File: src/rtl/pipe_stage_reg.sv
// Inter-stage pipeline register (D/E, E/M, M/W) with hold/flush, T_new aging,
// writeback operand refresh and a saturating consecutive-hold counter.
module pipe_stage_reg #(
  parameter int DATA_W   = 32,
  parameter int CTRL_W   = 16,
  parameter int TNEW_W   = 2,
  parameter int DEC_TNEW = 1,
  parameter int REFRESH  = 1,
  parameter int HCNT_W   = 4
) (
  input  logic              clk,
  input  logic              reset,
  input  logic              hold,
  input  logic              flush,
  input  logic              valid_in,
  input  logic [DATA_W-1:0] PC_in,
  input  logic [CTRL_W-1:0] ctrl_in,
  input  logic              RegWrite_in,
  input  logic [TNEW_W-1:0] T_new_in,
  input  logic [4:0]        A1_in,
  input  logic [4:0]        A2_in,
  input  logic [4:0]        A3_in,
  input  logic [DATA_W-1:0] RD1_in,
  input  logic [DATA_W-1:0] RD2_in,
  input  logic [DATA_W-1:0] EXT_in,
  input  logic              wb_we,
  input  logic [4:0]        wb_addr,
  input  logic [DATA_W-1:0] wb_data,
  output logic              valid_out,
  output logic [DATA_W-1:0] PC_out,
  output logic [CTRL_W-1:0] ctrl_out,
  output logic              RegWrite_out,
  output logic [TNEW_W-1:0] T_new_out,
  output logic [4:0]        A1_out,
  output logic [4:0]        A2_out,
  output logic [4:0]        A3_out,
  output logic [DATA_W-1:0] RD1_out,
  output logic [DATA_W-1:0] RD2_out,
  output logic [DATA_W-1:0] EXT_out,
  output logic [HCNT_W-1:0] hold_cnt
);

  typedef struct packed {
    logic              valid;
    logic [DATA_W-1:0] pc;
    logic [CTRL_W-1:0] ctrl;
    logic              reg_write;
    logic [TNEW_W-1:0] t_new;
    logic [4:0]        a1;
    logic [4:0]        a2;
    logic [4:0]        a3;
    logic [DATA_W-1:0] rd1;
    logic [DATA_W-1:0] rd2;
    logic [DATA_W-1:0] ext;
  } stage_t;

  localparam logic [HCNT_W-1:0] HCNT_MAX = '1;

  stage_t q, ld;
  logic   wb_ok;

  // $0 is hardwired zero in the GRF, so a write to it must never be captured.
  assign wb_ok = (REFRESH != 0) && wb_we && (wb_addr != 5'd0);

  // Next-state for a load; an invalid slot collapses to an all-zero bubble.
  always_comb begin
    ld = '0;
    if (valid_in) begin
      ld.valid     = 1'b1;
      ld.pc        = PC_in;
      ld.ctrl      = ctrl_in;
      ld.reg_write = RegWrite_in;
      if (DEC_TNEW != 0)
        ld.t_new = (T_new_in == '0) ? '0 : T_new_in - TNEW_W'(1);
      else
        ld.t_new = T_new_in;
      ld.a1  = A1_in;
      ld.a2  = A2_in;
      ld.a3  = RegWrite_in ? A3_in : 5'd0;
      ld.rd1 = (wb_ok && wb_addr == A1_in) ? wb_data : RD1_in;
      ld.rd2 = (wb_ok && wb_addr == A2_in) ? wb_data : RD2_in;
      ld.ext = EXT_in;
    end
  end

  always_ff @(posedge clk) begin
    if (reset || flush) begin
      q        <= '0;
      hold_cnt <= '0;
    end else if (hold) begin
      if (q.valid) begin
        if (hold_cnt != HCNT_MAX) hold_cnt <= hold_cnt + HCNT_W'(1);
        if (wb_ok && wb_addr == q.a1) q.rd1 <= wb_data;
        if (wb_ok && wb_addr == q.a2) q.rd2 <= wb_data;
      end else begin
        hold_cnt <= '0;
      end
    end else begin
      q        <= ld;
      hold_cnt <= '0;
    end
  end

  assign valid_out    = q.valid;
  assign PC_out       = q.pc;
  assign ctrl_out     = q.ctrl;
  assign RegWrite_out = q.reg_write;
  assign T_new_out    = q.t_new;
  assign A1_out       = q.a1;
  assign A2_out       = q.a2;
  assign A3_out       = q.a3;
  assign RD1_out      = q.rd1;
  assign RD2_out      = q.rd2;
  assign EXT_out      = q.ext;

endmodule

File: config.mk
export PLATFORM = sky130hd
export DESIGN_NAME = pipe_stage_reg
export DESIGN_NICKNAME = d
export VERILOG_FILES = /design/src/rtl/pipe_stage_reg.sv
export SDC_FILE = /design/constraint.sdc
export NUM_CORES = 1
export LEC_CHECK = 0
export CORE_AREA = 10 10 144 146
export DETAILED_ROUTE_END_ITERATION = 16
export DIE_AREA = 0 0 154 156
export PLACE_DENSITY = 0.9
export SYNTH_ARGS = -nofsm -noshare
export SYNTH_HDL_FRONTEND = slang
export SYNTH_SLANG_ARGS = --single-unit
File: constraint.sdc
create_clock -name clk -period 1.9 [get_ports clk]
set_clock_uncertainty 0.15 [all_clocks]
set_input_delay 0.19 -clock clk [delete_from_list [all_inputs] [get_ports clk]]
set_output_delay 0.19 -clock clk [all_outputs]
set_load 0.05 [all_outputs]
==> results of run 1 <==
-- final cells by class --
class | count | area, µm² | area share [%]
repair buffers | 419 | 3980 | 34.7
flip-flops and latches | 167 | 3350 | 29.3
multi-input cells | 373 | 3210 | 28.0
clock buffers | 18 | 439 | 3.83
well taps | 229 | 287 | 2.50
clock inverters | 14 | 179 | 1.56
diodes | 3 | 7.51 | 0.0655
inverters | 1 | 3.75 | 0.0327
-- layer usage --
metal	track usage, %	share of wire [%]	vias to the layer above
met5	0	0	-
met4	8.01	2.6	0
met3	9.40	11	50
met2	41.2	51	368
met1	24.0	35	3350
li1	-	-	3147
-- state kept, by name (all words and copies together) (netlist names) --
name          cells
A1_out            5
A2_out            5
A3_out            5
EXT_out          32
PC_out           32
RD1_out          32
RD2_out          32
RegWrite_out      1
T_new_out         2
ctrl_out         16
hold_cnt          4
valid_out         1
-- cells in the final DEF, fill, tap and decap left out, drive strengths merged --
master,n
clkdlybuf4s50,197
dfxtp,167
a22o,143
dlygate4sd2,112
buf,107
o21a,48
o221a,48
o21ai,34
clkbuf,20
a22oi,16
a21oi,16
xor2,14
nor2,10
nand2,8
xnor2,7
inv,7
clkinv,7
nor4,5
diode,3
and2,3
a31oi,3
nand3,3
and4,2
nand4,2
a211oi,2
or2,1
nand2b,1
and3b,1
nor3,1
mux2i,1
a21bo,1
a21o,1
a32o,1
ha,1
bufinv,1
dlymetal6s2s,1
-- per-stage QoR --
| stage | hold slack, ns | area [µm²] |
|---|---|---|
| finish | 0.199 | 11500 |
| CTS | 0.180 | 11400 |
| global route | 0.193 | 11500 |
| floorplan | 0.151 | 6850 |
| global placement | 0.283 | 10900 |
| detailed placement | 0.288 | 10900 |
-- timing repair --
item	4_1_cts	5_1_grt
pin swaps	4	5
resized for setup	112	13
buffers inserted	1	1
gates cloned	1	2
setup endpoints to repair	158	53
-- where the power goes --
group	internal, mW	switching, mW
Clock	1.93	1.69
Sequential	3.59	0.0518
Combinational	0.708	0.770
-- worst paths after layout --
check / slack [ns] / start / cells after the start / to
hold / removal: 0.20 / ctrl_in[14] / 2 / ctrl_out[14]$_SDFFE_PP0N_
setup / recovery: 0.02 / A1_out[3]$_SDFFE_PP0N_ / 6 / RD1_out[30]$_SDFFE_PP0P_
hold reg to reg: 0.30 / RegWrite_out$_SDFFE_PP0N_ / 1 / RegWrite_out$_SDFFE_PP0N_
setup reg to reg: 0.02 / A1_out[3]$_SDFFE_PP0N_ / 6 / RD1_out[30]$_SDFFE_PP0P_
-- cell families (layout without fill, tap and decap cells) --
| kind of cell | Yosys count | after routing |
|---|---|---|
| buffers and inverters | 66 | 452 |
| and+or+nand+nor | 37 | 37 |
| AOI/OAI and AO/OA | 313 | 313 |
| xor gates and xnor gates | 21 | 21 |
| adders and majority gates | 1 | 1 |
| other | 0 | 3 |
| muxes | 1 | 1 |
| DFF | 167 | 167 |
-- worst max-delay path, delay by kind of cell, from the launching register on --
kind / cells / cell delay [ns]
simple gates: 2 / 0.48
compound gates: 2 / 0.43
flops: 1 / 0.34
buf+inv: 1 / 0.20
xor+xnor: 1 / 0.17
==> flow_summary_export.csv, run 1 <==
group,metric,value,unit
route,drc,0,
cts,cts_hold_buf,0,
timing,timing.final.crit_share,99.0,%
setup_path,cp-start-kind,"flop",
synth,synth_compound_area_share,39.5,%
route,wl_per_cell,24.2,µm
timing,layout_setup_ws,0.0183,ns
synth,synthXorXnorAreaFrac,2.69,%
cts,clock_latency,0.42,ns
min_path,hold_class,"primary input to flop",
place,preCtsSetupSlack,-0.512,ns
synth,synth_ff_type,"dfxtp_1",
synth,synth.most_common_cell,"dfxtp_1",
layout,fin_nets,1185,
pwr,peakVddDrop,0.568,mV
synth,syn_area,6840,µm²
floorplan,initial_core_util,38.3,%
layout,drive_above_1_share,19.7,%
cts,clock_sinks,167,
synth,yosysTopAreaCell,"dfxtp_1",
setup_path,critical_path.max_stage_delay,0.34,ns
setup_path,critPathSlowestCell,"dfxtp_2",
synth,synth_top_family_by_area,"compound AO/OA/AOI/OAI gates",
route,vias,6915,
setup_path,critPathKind,"flop to flop",
global_route,grt_antenna_before_repair,5,
route,routed_wl,29700,µm
floorplan,die_h,156,µm
pwr,p_per_area,762,nW/µm²
cts,cts_tree,"built",
global_route,grt_util_all_layers,23.1,%
synth,synth-simple-area-share,3.62,%
synth,synth-adder-area-share,0.183,%
synth,synth_edf_count,0,
floorplan,die_w,154,µm
synth,seq_area_frac_synth,48.9,%
cts,clock_path_buffers,2,
setup_path,cp.arrival,2.04,ns
synth,syn_inst,606,
flow_run,drv_cap,0,
global_route,grt_pass1_vias,7360,
floorplan,ios,372,
place,port_buffers,371,
run_status,status,"finished, final reports clean",
route,drtPass1Iterations,5,
global_route,overflow,0,
synth,synth_commonest_cells,"dfxtp_1 (167), a22o_1 (143), o21a_1 (48)",
timing,tightestPinTransition,0.541,ns
layout,utilization,64.3,%
setup_path,critPathCaptureType,"flop",
pwr,leakagePower,5.00,nW
floorplan,rows,49,
floorplan,core,17800,µm²
setup_path,cp.required,2.06,ns
place,post-dp-hpwl,22000,µm
synth,yosys_warnings,0,
synth,yosys-top-cells-area,"dfxtp_1 (49%), a22o_1 (18%), o221a_1 (7.4%), o21a_1 (5.3%), o21ai_0 (2.5%)",
timing,finalSetupViolCount,0,
timing,rsz0062_at_grt,"yes",
synth,synthArstFlopShare,0,%
timing,min_period,1.88,ns
layout,nFillCells,1392,
place,routabilityCongestion,0.879,
timing,tns,0,ns
synth,syn_area_per_cell,11.3,µm²
synth,muxShareOfSynthArea,0.146,%
cts,cts.htree.levels,4,
global_route,grt_max_degree,65,
cts,cts_made_buffers,17,
pwr,p_total,8.74,mW
global_route,grt_first_pass_wirelength,44400,µm
timing,final_hold_viol_count,0,
timing,slew_headroom,64.1,%
setup_path,path_cells,"xor2_1, nor4_2, nand3_2, buf_12, o21a_1, o221a_1",
route,postRouteAntennaNets,0,
timing,clock.fmax,531,MHz
place,place_inst,1184,
synth,synth_cell_types,43,
cts,clkSlewWorstSetupHoldPaths,0.08,ns
route,first_iter_violations,369,
timing,slew_violations,0,
synth,ys_seq_elements,167,
layout,final_cells,1224,
route,viasPerCell,5.65,
floorplan,dieArea,24000,µm²
cts,clockRootBuffer,"clkbuf_16",
synth,syn-num-nets,812,
layout,area_growth,67.6,%
synth,synth_top_area_share,48.9,%
setup_path,path_max_fanout,31,
(Power assumes the default switching activity.)
==> run 2: changes to the inputs <==
==> config.mk (replaced) <==
export PLATFORM = sky130hd
export DESIGN_NAME = pipe_stage_reg
export DESIGN_NICKNAME = d
export VERILOG_FILES = /design/src/rtl/pipe_stage_reg.sv
export SDC_FILE = /design/constraint.sdc
export NUM_CORES = 1
export LEC_CHECK = 0
export CORE_AREA = 10 10 139 141
export DETAILED_ROUTE_END_ITERATION = 16
export DIE_AREA = 0 0 149 151
export PLACE_DENSITY = 0.95
export SYNTH_ARGS = -nofsm -noshare
export SYNTH_HDL_FRONTEND = slang
export SYNTH_SLANG_ARGS = --single-unit
==> constraint.sdc (replaced) <==
create_clock -name clk -period 2.2 [get_ports clk]
set_clock_uncertainty 0.15 [all_clocks]
set_input_delay 0.22 -clock clk [delete_from_list [all_inputs] [get_ports clk]]
set_output_delay 0.22 -clock clk [all_outputs]
set_load 0.05 [all_outputs]
==> flow_summary_export.csv, run 2 (synthesis results as in run 1) <==
group,metric,value,unit
cts,cts_tree,"built",
global_route,grt_util_all_layers,24.5,%
pwr,seq_power_share,42.1,%
timing,layout_setup_ws,0.107,ns
timing,slew_headroom,52.0,%
global_route,busiest_layer,"met2",
cts,clock_latency,0.42,ns
layout,drive_above_1_share,12.0,%
pwr,peakVddDrop,0.519,mV
setup_path,critical_path.max_stage_delay,0.91,ns
pwr,pwr-share-comb,17.4,%
route,drc,0,
cts,clkSlewWorstSetupHoldPaths,0.07,ns
route,first_iter_violations,419,
route,postRouteAntennaNets,0,
setup_path,critPathSlowestCell,"clkdlybuf4s50_1",
timing,timing.final.crit_share,95.2,%
setup_path,path_max_fanout,3,
pwr,leakagePower,4.34,nW
timing,rsz0062_at_grt,"no",
timing,clock.fmax,478,MHz
place,post-dp-hpwl,22000,µm
setup_path,critPathKind,"flop to output pin",
floorplan,die_w,149,µm
setup_path,critPathCaptureType,"output pin",
floorplan,initial_core_util,41.6,%
setup_path,cp.arrival,1.72,ns
min_path,hold_class,"primary input to flop",
run_status,status,"finished, final reports clean",
global_route,grt_max_degree,68,
setup_path,path_cells,"clkdlybuf4s50_1",
timing,fin_hold_ws,0.210,ns
cts,clock_path_buffers,2,
global_route,grt_antenna_before_repair,2,
pwr,p_sw_share,27.1,%
cts,cts.htree.levels,4,
floorplan,die_h,151,µm
pwr,power.internal,5.45,mW
cts,ctsResizeCount,0,
floorplan,core,16500,µm²
layout,final_cell_mix,"clkdlybuf4s50_1 (369), dfxtp_1 (167), a22o_1 (143)",
global_route,use_met2,43.1,%
global_route,met3_usage,9.61,%
layout,final_common_cell,"clkdlybuf4s50_1",
layout,fin_nets,1184,
route,drtPass1Iterations,4,
place,port_buffers,371,
timing,final_hold_viol_count,0,
global_route,grt_pass1_vias,7227,
floorplan,rows,47,
global_route,overflow,0,
pwr,power_switching,2.03,mW
floorplan,dieArea,22500,µm²
route,viasPerCell,5.61,
global_route,grt_first_pass_wirelength,42900,µm
setup_path,crit_family,"buffers and inverters",
flow_run,drv_cap,0,
setup_path,critPathBufInv,1,
timing,min_period,2.09,ns
floorplan,ios,372,
place,routabilityCongestion,0.886,
timing,slew_violations,0,
place,preCtsSetupSlack,-0.352,ns
setup_path,cp.required,1.83,ns
cts,cts_made_buffers,17,
route,vias,6794,
timing,finalSetupViolCount,0,
cts,clockRootBuffer,"clkbuf_16",
global_route,met1_usage,25.4,%
pwr,p_clk_share,40.4,%
timing,tightestPinTransition,0.720,ns
pwr,p_per_area,643,nW/µm²
setup_path,cp-start-kind,"flop",
cts,clock_sinks,167,
route,routed_wl,28700,µm
route,wl_per_cell,23.7,µm
layout,area_growth,70.0,%
==> run 2: cell type report <==
class	instances	area, µm²
Clock buffer	17	425
Timing Repair Buffer	418	4230
Antenna cell	2	5.00
Sequential cell	167	3340
Tap cell	220	275
Inverter	1	3.75
Fill cell	1149	4840
Clock inverter	14	159
Multi-Input combinational cell	373	3180
==> run 2: worst min-delay path, stage by stage <==
cell and delay, ns:
buf_2 0.09, nand2b_1 0.30, o21ai_0 0.11
==> run 2: final timing paths <==
check                               start                       end  slack [ns]  cells after the start
setup / recovery   A2_out[4]$_SDFFE_PP0N_                 A2_out[4]        0.11                      1
hold / removal                       hold    valid_out$_SDFFE_PP0N_        0.21                      3
setup reg to reg   A1_out[1]$_SDFFE_PP0N_  RD1_out[30]$_SDFFE_PP0P_        0.26                      6
hold reg to reg   PC_out[30]$_SDFFE_PP0N_   PC_out[30]$_SDFFE_PP0N_        0.33                      1
==> run 2: timing repair <==
action / 4_1_cts / 5_1_grt
setup buffers: 0 / 1
setup endpoints to repair: 0 / 28
hold buffers: 0 / 0
==> run 2: power by group through the flow <==
| stage | clock network [mW] | logic, mW | registers, mW |
|---|---|---|---|
| after floorplan | 0 | 0.331 | 3.47 |
| after global placement | 0 | 1.28 | 3.21 |
| after detailed placement | 0 | 1.30 | 3.21 |
| after CTS | 3.06 | 1.31 | 3.15 |
| after global routing | 3.18 | 1.37 | 3.15 |
| final | 3.02 | 1.30 | 3.15 |
==> run 2: routing by layer <==
layer,part of all wire [%],vias to the layer above
met3,11,48
met1,35,3257
li1,-,3147
met2,51,342
met5,0,-
met4,3.2,0
==> run 2: stage by stage <==
step	total power, mW	setup TNS, ns	cell area [µm²]	std cells	util [%]
5_1_grt	7.70	0	11600	1212	70.6
3_3_place_gp	4.49	-12.95	11000	1178	66.9
2_1_floorplan	3.81	0	6840	606	-
3_5_place_dp	4.51	-17.61	11000	1178	66.9
4_1_cts	7.51	0	11600	1209	70.5
6_report	7.47	0	11600	1212	70.6
==> run 3: changes to the inputs <==
--- a/config.mk
+++ b/config.mk
@@ -5,10 +5,12 @@
 export SDC_FILE = /design/constraint.sdc
 export NUM_CORES = 1
 export LEC_CHECK = 0
+export ABC_CLOCK_PERIOD_IN_PS = 2200
 export CORE_AREA = 10 10 139 141
 export DETAILED_ROUTE_END_ITERATION = 16
 export DIE_AREA = 0 0 149 151
 export PLACE_DENSITY = 0.95
+export REMOVE_ABC_BUFFERS = 1
 export SYNTH_ARGS = -nofsm -noshare
 export SYNTH_HDL_FRONTEND = slang
 export SYNTH_SLANG_ARGS = --single-unit
==> flow_summary_export.csv, run 3 (synthesis results as in run 1) <==
group,metric,value,unit
run_status,status,"finished, final reports clean",
pwr,peakVddDrop,0.506,mV
global_route,grt_util_all_layers,24.2,%
pwr,p_total,7.49,mW
timing,slew_violations,0,
route,postRouteAntennaNets,0,
cts,clock_sinks,167,
timing,timing.final.crit_share,94.7,%
floorplan,rows,47,
setup_path,cp.arrival,1.71,ns
cts,cts_hold_buf,0,
global_route,grt_first_pass_wirelength,42800,µm
route,vias,6798,
floorplan,die_h,151,µm
min_path,hold_class,"primary input to flop",
cts,clockRootBuffer,"clkbuf_16",
layout,diodes,0,
setup_path,critPathBufInv,1,
layout,final_common_cell,"clkdlybuf4s50_1",
route,drc,0,
route,drtPass1Iterations,5,
timing,min_period,2.08,ns
cts,ctsResizeCount,0,
cts,cts.htree.levels,4,
floorplan,dieArea,22500,µm²
setup_path,crit_family,"buffers and inverters",
place,postPlaceCellArea,11000,µm²
place,place_inst,1174,
floorplan,core,16500,µm²
setup_path,path_cells,"clkdlybuf4s50_1",
setup_path,cp.required,1.83,ns
route,routed_wl,28800,µm
flow_run,drv_cap,0,
timing,clock.fmax,480,MHz
timing,finalSetupViolCount,0,
timing,final_hold_viol_count,0,
setup_path,critPathCaptureType,"output pin",
setup_path,critPathSlowestCell,"clkdlybuf4s50_1",
setup_path,critPathKind,"flop to output pin",
setup_path,path_max_fanout,6,
floorplan,ios,372,
layout,nFillCells,1125,
floorplan,die_w,149,µm
cts,clock_latency,0.42,ns
setup_path,critical_path.max_stage_delay,0.87,ns
place,post-dp-hpwl,22200,µm
layout,fin_area,11600,µm²
route,wl_per_cell,23.8,µm
cts,cts_made_buffers,17,
floorplan,initial_core_util,41.6,%
pwr,p_per_area,647,nW/µm²
global_route,overflow,0,
layout,final_cells,1206,
place,routabilityCongestion,0.858,
global_route,grt_max_degree,46,
layout,area_growth,69.0,%
route,viasPerCell,5.64,
pwr,leakagePower,4.31,nW
timing,rsz0062_at_grt,"no",
timing,slew_headroom,60.4,%
cts,post-cts-setup-buffers,0,
layout,drive_above_1_share,11.6,%
global_route,grt_pass1_vias,7148,
cts,clkSlewWorstSetupHoldPaths,0.08,ns
timing,tightestPinTransition,0.592,ns
global_route,grt_antenna_before_repair,0,
cts,clock_path_buffers,2,
route,first_iter_violations,423,
setup_path,cp-start-kind,"flop",
layout,fin_nets,1179,
cts,cts_tree,"built",
layout,final_cell_mix,"clkdlybuf4s50_1 (370), dfxtp_1 (167), a22o_1 (143)",
place,port_buffers,371,
==> run 3: cell count changes in the layout (fill, tap and decap cells not counted), moves of 2 or more <==
cell / before / now
buf_12: 14 / 10
clkinv_4: 0 / 3
clkinv_8: 0 / 3
clkinvlp_4: 3 / 0
buf_4: 34 / 32
diode_2: 2 / 0
inv_6: 5 / 3
inv_8: 2 / 4
==> run 3: worst reg2reg max path: stages (launching register included) <==
cell	delay [ns]
dfxtp_1	0.35
xor2_1	0.18
nor4_2	0.35
nand3_2	0.18
buf_12	0.20
o21a_1	0.18
o221a_1	0.25
==> run 3: final cells by class <==
| cell class | instances | area [µm²] | area share (%) |
|---|---|---|---|
| Clock buffer | 17 | 425 | 3.68 |
| Clock inverter | 15 | 181 | 1.57 |
| Inverter | 1 | 3.75 | 0.0325 |
| Multi-Input combinational cell | 373 | 3180 | 27.5 |
| Sequential cell | 167 | 3340 | 28.9 |
| Tap cell | 220 | 275 | 2.38 |
| Timing Repair Buffer | 413 | 4150 | 35.9 |
==> run 3: power breakdown <==
part | total [mW] | internal (mW) | switching, mW
Clock | 3.06 | 1.63 | 1.42
Sequential | 3.15 | 3.10 | 0.0492
Combinational | 1.28 | 0.636 | 0.644
Total | 7.49 | 5.37 | 2.12
==> run 3: path summary, 6_finish.rpt <==
path	start	endpoint	slack [ns]	cells after the start
setup / recovery	hold_cnt[2]$_SDFFE_PP0P_	hold_cnt[2]	0.12	1
hold / removal	EXT_in[27]	EXT_out[27]$_SDFFE_PP0N_	0.23	2
setup reg to reg	A1_out[1]$_SDFFE_PP0N_	RD1_out[30]$_SDFFE_PP0P_	0.25	6
hold reg to reg	PC_out[21]$_SDFFE_PP0N_	PC_out[21]$_SDFFE_PP0N_	0.34	1
==> run 3: routing by layer <==
metal | part of all wire, % | vias up | GRT usage [%]
met2 | 51 | 358 | 43.4
met3 | 10 | 34 | 9.13
met4 | 2.1 | 0 | 7.07
li1 | - | 3122 | -
met1 | 36 | 3284 | 25.9
met5 | 0 | - | 0
==> run 3: through the flow <==
stage | setup slack (ns) | hold slack, ns | setup TNS [ns] | utilization (%)
after floorplan | -2.55 | 0.181 | -265.80 | -
after global placement | -0.142 | 0.286 | -7.07 | 66.5
after detailed placement | -0.224 | 0.305 | -10.04 | 66.5
after CTS | 0.0915 | 0.214 | 0 | 70.2
after global routing | 0.0621 | 0.222 | 0 | 70.2
final | 0.117 | 0.228 | 0 | 70.2
